===== config.mk =====
export PLATFORM = sky130hd
export DESIGN_NAME = tnn_eval_sequencer_flat
export DESIGN_NICKNAME = d
export VERILOG_FILES = /design/src/rtl/tnn_eval_sequencer_pkg.sv /design/src/rtl/tnn_eval_sequencer_if.sv /design/src/rtl/tnn_eval_sequencer_settle_timer.sv /design/src/rtl/tnn_eval_sequencer.sv /design/src/flat_wrapper.sv
export SDC_FILE = /design/constraint.sdc
export NUM_CORES = 1
export LEC_CHECK = 0
export BUFFER_PORTS_ARGS = -buffer_cell sky130_fd_sc_hd__buf_2
export CAP_MARGIN = 10
export CORE_MARGIN = 2
export CORE_UTILIZATION = 35
export DETAILED_ROUTE_END_ITERATION = 7
export GPL_ROUTABILITY_DRIVEN = 0
export SYNTH_ARGS = -nofsm -noshare
export SYNTH_HDL_FRONTEND = slang
export SYNTH_HIERARCHICAL = 1
export SYNTH_SLANG_ARGS = --single-unit

===== constraint.sdc =====
create_clock -name clk -period 7.35 [get_ports clk]
set_clock_uncertainty 0.1 [all_clocks]
set_input_delay 1.1025 -clock clk [delete_from_list [all_inputs] [get_ports clk]]
set_output_delay 1.1025 -clock clk [all_outputs]
set_load 0.03 [all_outputs]

===== src/rtl/tnn_eval_sequencer_pkg.sv =====
// tnn_eval_sequencer_pkg: shared state encodings, default sizes and width helper
package tnn_eval_sequencer_pkg;
    localparam int FEAT_CNT_DEF = 11;
    localparam int FEAT_BITS_DEF = 4;
    localparam int CLASS_CNT_DEF = 7;
    localparam int TEST_CNT_DEF = 1000;
    localparam int TIMER_W = 8;

    typedef enum logic [2:0] {
        IDLE   = 3'd0,
        FETCH  = 3'd1,
        LOAD   = 3'd2,
        SETTLE = 3'd3,
        CHECK  = 3'd4,
        DONE   = 3'd5
    } state_t;

    function automatic int width_of(input int v);
        return (v <= 2) ? 1 : $clog2(v);
    endfunction

    localparam int AW = width_of(TEST_CNT_DEF);
    localparam int CLS_W = width_of(CLASS_CNT_DEF);
    localparam int CNT_W = $clog2(TEST_CNT_DEF + 1);
endpackage


===== src/rtl/tnn_eval_sequencer_if.sv =====
// tnn_eval_sequencer_if: test/gold memory bus; data is valid one cycle after rd
interface tnn_eval_sequencer_if #(
    parameter int AW = 10,
    parameter int DW = 44,
    parameter int CLS_W = 3
);
    logic [AW-1:0] addr;
    logic rd;
    logic [DW-1:0] test_data;
    logic [CLS_W-1:0] gold_data;

    modport master (output addr, rd, input test_data, gold_data);
    modport slave (input addr, rd, output test_data, gold_data);
endinterface


===== src/rtl/tnn_eval_sequencer_settle_timer.sv =====
// tnn_settle_timer: loadable down-counter that stops at zero
module tnn_settle_timer
    import tnn_eval_sequencer_pkg::*;
(
    input  logic clk,
    input  logic rst,
    input  logic load,
    input  logic [TIMER_W-1:0] load_value,
    output logic zero
);
    logic [TIMER_W-1:0] cnt;

    always_ff @(posedge clk or posedge rst) begin
        if (rst)
            cnt <= '0;
        else if (load)
            cnt <= load_value;
        else if (cnt != '0)
            cnt <= cnt - TIMER_W'(1);
    end

    assign zero = cnt == '0;
endmodule


===== src/rtl/tnn_eval_sequencer.sv =====
// tnn_eval_sequencer: walks the stored test set through the classifier and
// counts how many predictions match the gold labels.
module tnn_eval_sequencer
    import tnn_eval_sequencer_pkg::*;
#(
    parameter int FEAT_CNT = FEAT_CNT_DEF,
    parameter int FEAT_BITS = FEAT_BITS_DEF,
    parameter int CLASS_CNT = CLASS_CNT_DEF,
    parameter int TEST_CNT = TEST_CNT_DEF,
    parameter int SETTLE_CYCLES = 4,
    localparam int FW = FEAT_CNT * FEAT_BITS,
    localparam int CW = width_of(CLASS_CNT),
    localparam int MW = width_of(TEST_CNT),
    localparam int NW = $clog2(TEST_CNT + 1)
) (
    input  logic clk,
    input  logic rst,
    input  logic start,
    output logic busy,
    output logic done,
    tnn_eval_sequencer_if.master mem,
    output logic [FW-1:0] features,
    input  logic [CW-1:0] prediction,
    output logic [NW-1:0] correct_cnt,
    output logic [NW-1:0] tests_done
);
    state_t state, state_n;
    logic [CW-1:0] gold_q;
    logic tmr_load, tmr_zero, last;

    assign last = mem.addr == MW'(TEST_CNT - 1);

    tnn_settle_timer u_timer (
        .clk(clk),
        .rst(rst),
        .load(tmr_load),
        .load_value(TIMER_W'(SETTLE_CYCLES - 1)),
        .zero(tmr_zero)
    );

    always_ff @(posedge clk or posedge rst) begin
        if (rst)
            state <= IDLE;
        else
            state <= state_n;
    end

    always_comb begin
        state_n = state;
        mem.rd = state == FETCH;
        tmr_load = state == LOAD;
        case (state)
            IDLE, DONE: state_n = start ? FETCH : state;
            FETCH:      state_n = LOAD;
            LOAD:       state_n = SETTLE;
            SETTLE:     state_n = tmr_zero ? CHECK : SETTLE;
            CHECK:      state_n = last ? DONE : FETCH;
            default:    state_n = IDLE;
        endcase
    end

    // prediction is only trusted in CHECK, after the settle window has elapsed
    always_ff @(posedge clk or posedge rst) begin
        if (rst) begin
            busy <= 1'b0;
            done <= 1'b0;
            mem.addr <= '0;
            features <= '0;
            gold_q <= '0;
            correct_cnt <= '0;
            tests_done <= '0;
        end else begin
            case (state)
                IDLE, DONE: if (start) begin
                    correct_cnt <= '0;
                    tests_done <= '0;
                    mem.addr <= '0;
                    done <= 1'b0;
                    busy <= 1'b1;
                end
                LOAD: begin
                    features <= mem.test_data;
                    gold_q <= mem.gold_data;
                end
                CHECK: begin
                    correct_cnt <= correct_cnt + NW'(prediction == gold_q);
                    tests_done <= tests_done + NW'(1);
                    if (last) begin
                        busy <= 1'b0;
                        done <= 1'b1;
                    end else
                        mem.addr <= mem.addr + MW'(1);
                end
                default: ;
            endcase
        end
    end
endmodule


===== src/flat_wrapper.sv =====
// flat-port wrapper written by rule: the top's interface ports become plain ports
module tnn_eval_sequencer_flat import tnn_eval_sequencer_pkg::*;
#(
    parameter int FEAT_CNT = FEAT_CNT_DEF,
    parameter int FEAT_BITS = FEAT_BITS_DEF,
    parameter int CLASS_CNT = CLASS_CNT_DEF,
    parameter int TEST_CNT = TEST_CNT_DEF,
    parameter int SETTLE_CYCLES = 4,
    localparam int FW = FEAT_CNT * FEAT_BITS,
    localparam int CW = width_of(CLASS_CNT),
    localparam int MW = width_of(TEST_CNT),
    localparam int NW = $clog2(TEST_CNT + 1)
)
  (clk, rst, start, busy, done, features, prediction, correct_cnt, tests_done, mem_addr, mem_rd, mem_test_data, mem_gold_data);
  tnn_eval_sequencer_if mem_i ();
  input  logic clk;
  input  logic rst;
  input  logic start;
  output logic busy;
  output logic done;
  output logic [FW-1:0] features;
  input  logic [CW-1:0] prediction;
  output logic [NW-1:0] correct_cnt;
  output logic [NW-1:0] tests_done;
  output wire logic [$bits(mem_i.addr)-1:0] mem_addr;
  output wire logic [$bits(mem_i.rd)-1:0] mem_rd;
  input wire logic [$bits(mem_i.test_data)-1:0] mem_test_data;
  input wire logic [$bits(mem_i.gold_data)-1:0] mem_gold_data;
  assign mem_addr = mem_i.addr;
  assign mem_rd = mem_i.rd;
  assign mem_i.test_data = mem_test_data;
  assign mem_i.gold_data = mem_gold_data;
  tnn_eval_sequencer #(.FEAT_CNT(FEAT_CNT), .FEAT_BITS(FEAT_BITS), .CLASS_CNT(CLASS_CNT), .TEST_CNT(TEST_CNT), .SETTLE_CYCLES(SETTLE_CYCLES)) u_core (.clk(clk), .rst(rst), .start(start), .busy(busy), .done(done), .mem(mem_i), .features(features), .prediction(prediction), .correct_cnt(correct_cnt), .tests_done(tests_done));
endmodule

-- Yosys cells after proc, flatten, opt, wreduce, memory -nomap -nowiden
Index checks and enable logic that the tools add are counted.
- word-level logic and storage cells: 49
- input bits: 53
- output and inout port bits: 77
- register bits: 90
- equality and inequality tests: 10
- reduce and logical (&&, ||, !) cells: 9
- $add $sub $neg: 4
- muxes and demuxes: 17
- operators by type and width (kind ; number):
    case mux 10 bit (2 select lines) ; 3
    adder 10 x 1 -> 10 bit, second input constant ; 2
    2-to-1 mux 10 bit ; 2
    2-to-1 mux 8 bit ; 2
    case mux 3 bit (5 select lines) ; 1
    adder 10 x 1 -> 10 bit ; 1
    equality test 10 bit, second input constant ; 1
    2-to-1 mux 3 bit ; 3
    logical NOT 8 bit ; 1
    nonzero test 8 bit ; 1
    subtractor 8 x 1 -> 8 bit, second input constant ; 1
    equality test 3 x 2 -> 1 bit, second input constant ; 2
    equality test 3 bit, second input constant ; 2
    AND reduction 3 bit ; 2
    2-to-1 mux 1 bit ; 4
    inequality test 2 bit, second input constant ; 2
    case mux 1 bit (2 select lines) ; 2
    nonzero test 2 bit ; 2
    equality test 3 x 1 -> 1 bit, second input constant ; 1
    equality test 3 bit ; 1
    logical NOT 3 bit ; 1
    inequality test 2 x 1 -> 1 bit, second input constant ; 1
    AND reduction 2 bit ; 1
    OR reduction 2 bit ; 1

-- Logic depth before layout (Yosys ltp)
- word-level depth: 4
- depth in mapped cells: 8
- gate-level depth less buffers: 8

-- By module
Netlist, hierarchy kept.
- by module, submodules not included (module ; instances ; cells each ; area an instance (µm²)):
    tnn_eval_sequencer ; 1 ; 285 ; 3593.4
    tnn_settle_timer ; 1 ; 56 ; 496.7

-- Worst setup path before layout
OpenSTA, ideal clock, no wires.
- kind: reg-to-output
- start point: register u_core.state[1]
- end point: output port mem_rd
- required time: 6.148 ns
- stages on the path, launching flop included: 3
- arrival: 1.358 ns
- slack: 4.789 ns
- buffers on the path: 1
- cells stage by stage: dfrtp_1 -> clkbuf_1 -> nor3b_1
- word-level cells in the longest chain between the ends: 1
- ends and longest elaborated chain (element ; line ; RTL):
    start, declared ; tnn_eval_sequencer.sv:27 ; state_t state, state_n;
    start signal, assigned ; tnn_eval_sequencer.sv:45 ; state <= state_n;
    equality test 3 x 1 -> 1 bit ; tnn_eval_sequencer.sv:50 ; mem.rd = state == FETCH;
    end, declared ; flat_wrapper.sv:26 ; output wire logic [$bits(mem_i.rd)-1:0] mem_rd;
Every way passes these cells.

-- Final worst setup path
- start point: register u_core.state[0]
- end point: output port mem_rd
Same word-level chain as after synthesis.

==> impl_metrics.py <==
metrics = {
    "die": {
        "initial_core_util_pct": 35.8,
        "io_pins": 130,
        "rows": 39,
        "die_area_um2": 12600,
        "die_h_um": 112,
        "fp.dieW_um": 112,
        "core_um2": 11400,
    },
    "grt": {
        "antenna_found_initial": 0,
        "track_usage_pct": 14.7,
        "grt_pass1_vias": 3003,
        "gr-max-usage-layer": "met2",
        "grt_overflow": 0,
        "met3_usage_pct": 5.08,
        "gr-usage-met1_pct": 18.4,
        "grt_first_pass_wirelength_um": 14800,
        "grt_max_degree": 65,
        "use_met2_pct": 23.9,
    },
    "logic_synthesis": {
        "synth_seq_cells": 90,
        "ys_types": 57,
        "syn-mean-instance-area_um2": 12.0,
        "ys_warn_count": 6,
        "async_reset_ff_share_pct": 100,
        "yosysSeqAreaShare_pct": 55.1,
        "synth_ff_type": "dfrtp_1",
        "ys_top_cells_by_area": "dfrtp_1, mux2_2, o21ai_0, nand2_1, nand3_1",
        "synth_top_area_cell": "dfrtp_1",
        "yosys.area.top_type_share_pct": 55.1,
        "synth_area_um2": 4090,
        "synthCells": 341,
        "synth_edf_count": 0,
    },
    "clocking": {
        "clk_path_buf_depth": 2,
        "cts-resized-gates": 0,
        "htree_num_levels": 3,
        "clk_pin_slew_ns": 0.07,
        "ctsRootBufferMaster": "clkbuf_16",
        "cts_tree": "done",
        "postCtsSetupRepairBufs": 0,
        "clkLatencyLatePin_ns": 0.34,
        "numCtsBuffers": 9,
        "numClockSinks": 90,
        "cts_hold_buf": 0,
    },
    "cells_and_area": {
        "drive_gt1_share_pct": 43.2,
        "nFillCells": 1093,
        "diodes": 0,
        "final_cell_area_um2": 5230,
        "syn2layout_area_growth_pct": 27.9,
        "nets": 532,
    },
    "power_and_ir_drop": {
        "finalPower_mw": 2.15,
        "p_leak_nw": 2.48,
        "peakVddDrop_v": 0.000231,
        "powerDensity_nw_per_um2": 411,
    },
    "run": {
        "drv_cap": 0,
    },
    "setup_path": {
        "worstPathRequired_ns": 6.15,
        "start_kind": "register",
        "path_max_fanout": 10,
        "cpPeakStageDelay_ns": 0.58,
        "critical_path_class": "register to output pin",
        "arrival_ns": 1.39,
        "crit_chain": "nor3b_1 -> buf_2",
        "end_kind": "output pin",
        "slowest_stage": "dfrtp_1",
    },
    "sta": {
        "slew_headroom_pct": 48.9,
        "setup_viol": 0,
        "maxSlewViolCount": 0,
        "max_freq_ghz": 0.386,
        "min_period_over_period_pct": 35.2,
        "finalHoldViolations": 0,
        "period_needed_ns": 2.59,
        "rsz0062_at_grt": "false",
        "finalSetupTns_ns": 0,
        "worst_slew_pin_slew_ns": 0.764,
    },
    "route": {
        "routedWlPerCell_um": 14.7,
        "num_vias": 3109,
        "wl_um": 9120,
        "first_iter_violations": 122,
        "dr.pass1.iters": 5,
        "ant_nets": 0,
        "routed_via_density": 5.00,
        "remaining_drc_errors": 0,
    },
    "placed_design": {
        "hpwl_um": 6330,
        "post_dp_cell_area_um2": 4880,
        "port_buffers": 129,
    },
    "worst_hold_path": {
        "hold_class": "register to register",
    },
    "status": {
        "status": "completed",
    },
}
per-stage QoR:
stage	utilization [%]	setup slack (ns)	cells	hold WS [ns]
3_5_place_dp	42.8	4.46	606	0.363
2_1_floorplan	-	4.04	347	0.401
4_1_cts	45.8	4.72	622	0.372
5_1_grt	45.8	4.63	622	0.409
3_3_place_gp	42.8	4.51	606	0.357
6_report	45.8	4.76	622	0.368
layout by cell type (no fill, tap or decap), types with 8 or more instances in the layout:
cell,synthesis,routed
buf_2,8,129
dfrtp_1,90,90
mux2_2,47,47
nand2_1,23,23
o21ai_0,19,19
nand3_1,14,14
nor2_1,11,11
clkbuf_16,0,9
nor3_1,9,9
a21oi_1,9,9
o31ai_1,8,8
xor2_1,8,8
conb_1,2,8
cell families (layout without fill, tap and decap cells):
group / after synthesis / count (layout) / synth area share (%)
compound gates: 63 / 63 / 10.4
xor+xnor: 12 / 12 / 2.57
fa+ha+maj: 5 / 5 / 1.53
buf+inv: 23 / 155 / 2.72
flops: 90 / 90 / 55.1
mux: 53 / 53 / 14.4
other cells: 2 / 8 / 0.184
simple gates: 93 / 93 / 13.2
layout make-up:
cell class / count / area (µm²) / share of cell area (%)
clock buffer: 9 / 225 / 4.31
clock inverter: 7 / 124 / 2.37
inverter: 7 / 27.5 / 0.526
multi-input combinational: 234 / 1760 / 33.6
sequential: 90 / 2250 / 43.1
tap: 143 / 179 / 3.42
timing repair buffer: 132 / 668 / 12.8
worst paths after layout:
path | slack, ns | cells after the start | startpoint | endpoint
max | 4.76 | 2 | u_core/state[0] | mem_rd
min | 0.37 | 1 | u_core/tests_done[9] | u_core/tests_done[9]
max reg2reg | 5.18 | 4 | u_core/state[2] | u_core/tests_done[9]
min reg2reg | 0.37 | 1 | u_core/tests_done[9] | u_core/tests_done[9]
max in group asynchronous | 5.42 | 3 | rst | u_core/features[14]
min in group asynchronous | 0.63 | 2 | rst | u_core/u_timer/cnt[3]
power breakdown:
part / internal [mW] / switching [mW] / leakage (nW)
Combinational: 0.341 / 0.501 / 1.22
Clock: 0.335 / 0.196 / 0.167
Sequential: 0.666 / 0.112 / 1.10
Total: 1.34 / 0.808 / 2.48
per-layer routing:
layer	wire (µm)	share of wire, %
met1	4020	44
met2	4440	49
met3	540	5.9
met4	121	1.3
met5	0	0
cell usage after synthesis (all sizes together) (3+ instances only):
master / number
buf: 11
nand3b: 3
a22o: 6
nand3: 14
a31oi: 3
nor3b: 3
nand2: 23
ha: 5
nor2: 12
xnor2: 4
nand4: 6
o21ai: 21
a21oi: 9
xor2: 8
o31ai: 9
o311ai: 4
and3: 5
mux2: 47
mux2i: 6
clkbuf: 5
dfrtp: 90
nor3: 11
inv: 7
worst max-delay path: cells and delay by family, from the launching register on:
| kind | cells | cell delay [ns] |
|---|---|---|
| flops | 1 | 0.58 |
| simple gates | 1 | 0.24 |
| buf+inv | 1 | 0.23 |
sequential cells by signal, summed over array words and instances, names as in the netlist:
| register | count |
|---|---|
| u_core/busy | 1 |
| u_core/state | 3 |
| u_core/gold_q | 3 |
| u_core/correct_cnt | 10 |
| u_core/mem.addr | 10 |
| u_core/u_timer/cnt | 8 |
| u_core/done | 1 |
| u_core/features | 44 |
| u_core/tests_done | 10 |
Note: power is estimated with default switching activity, not from simulation.
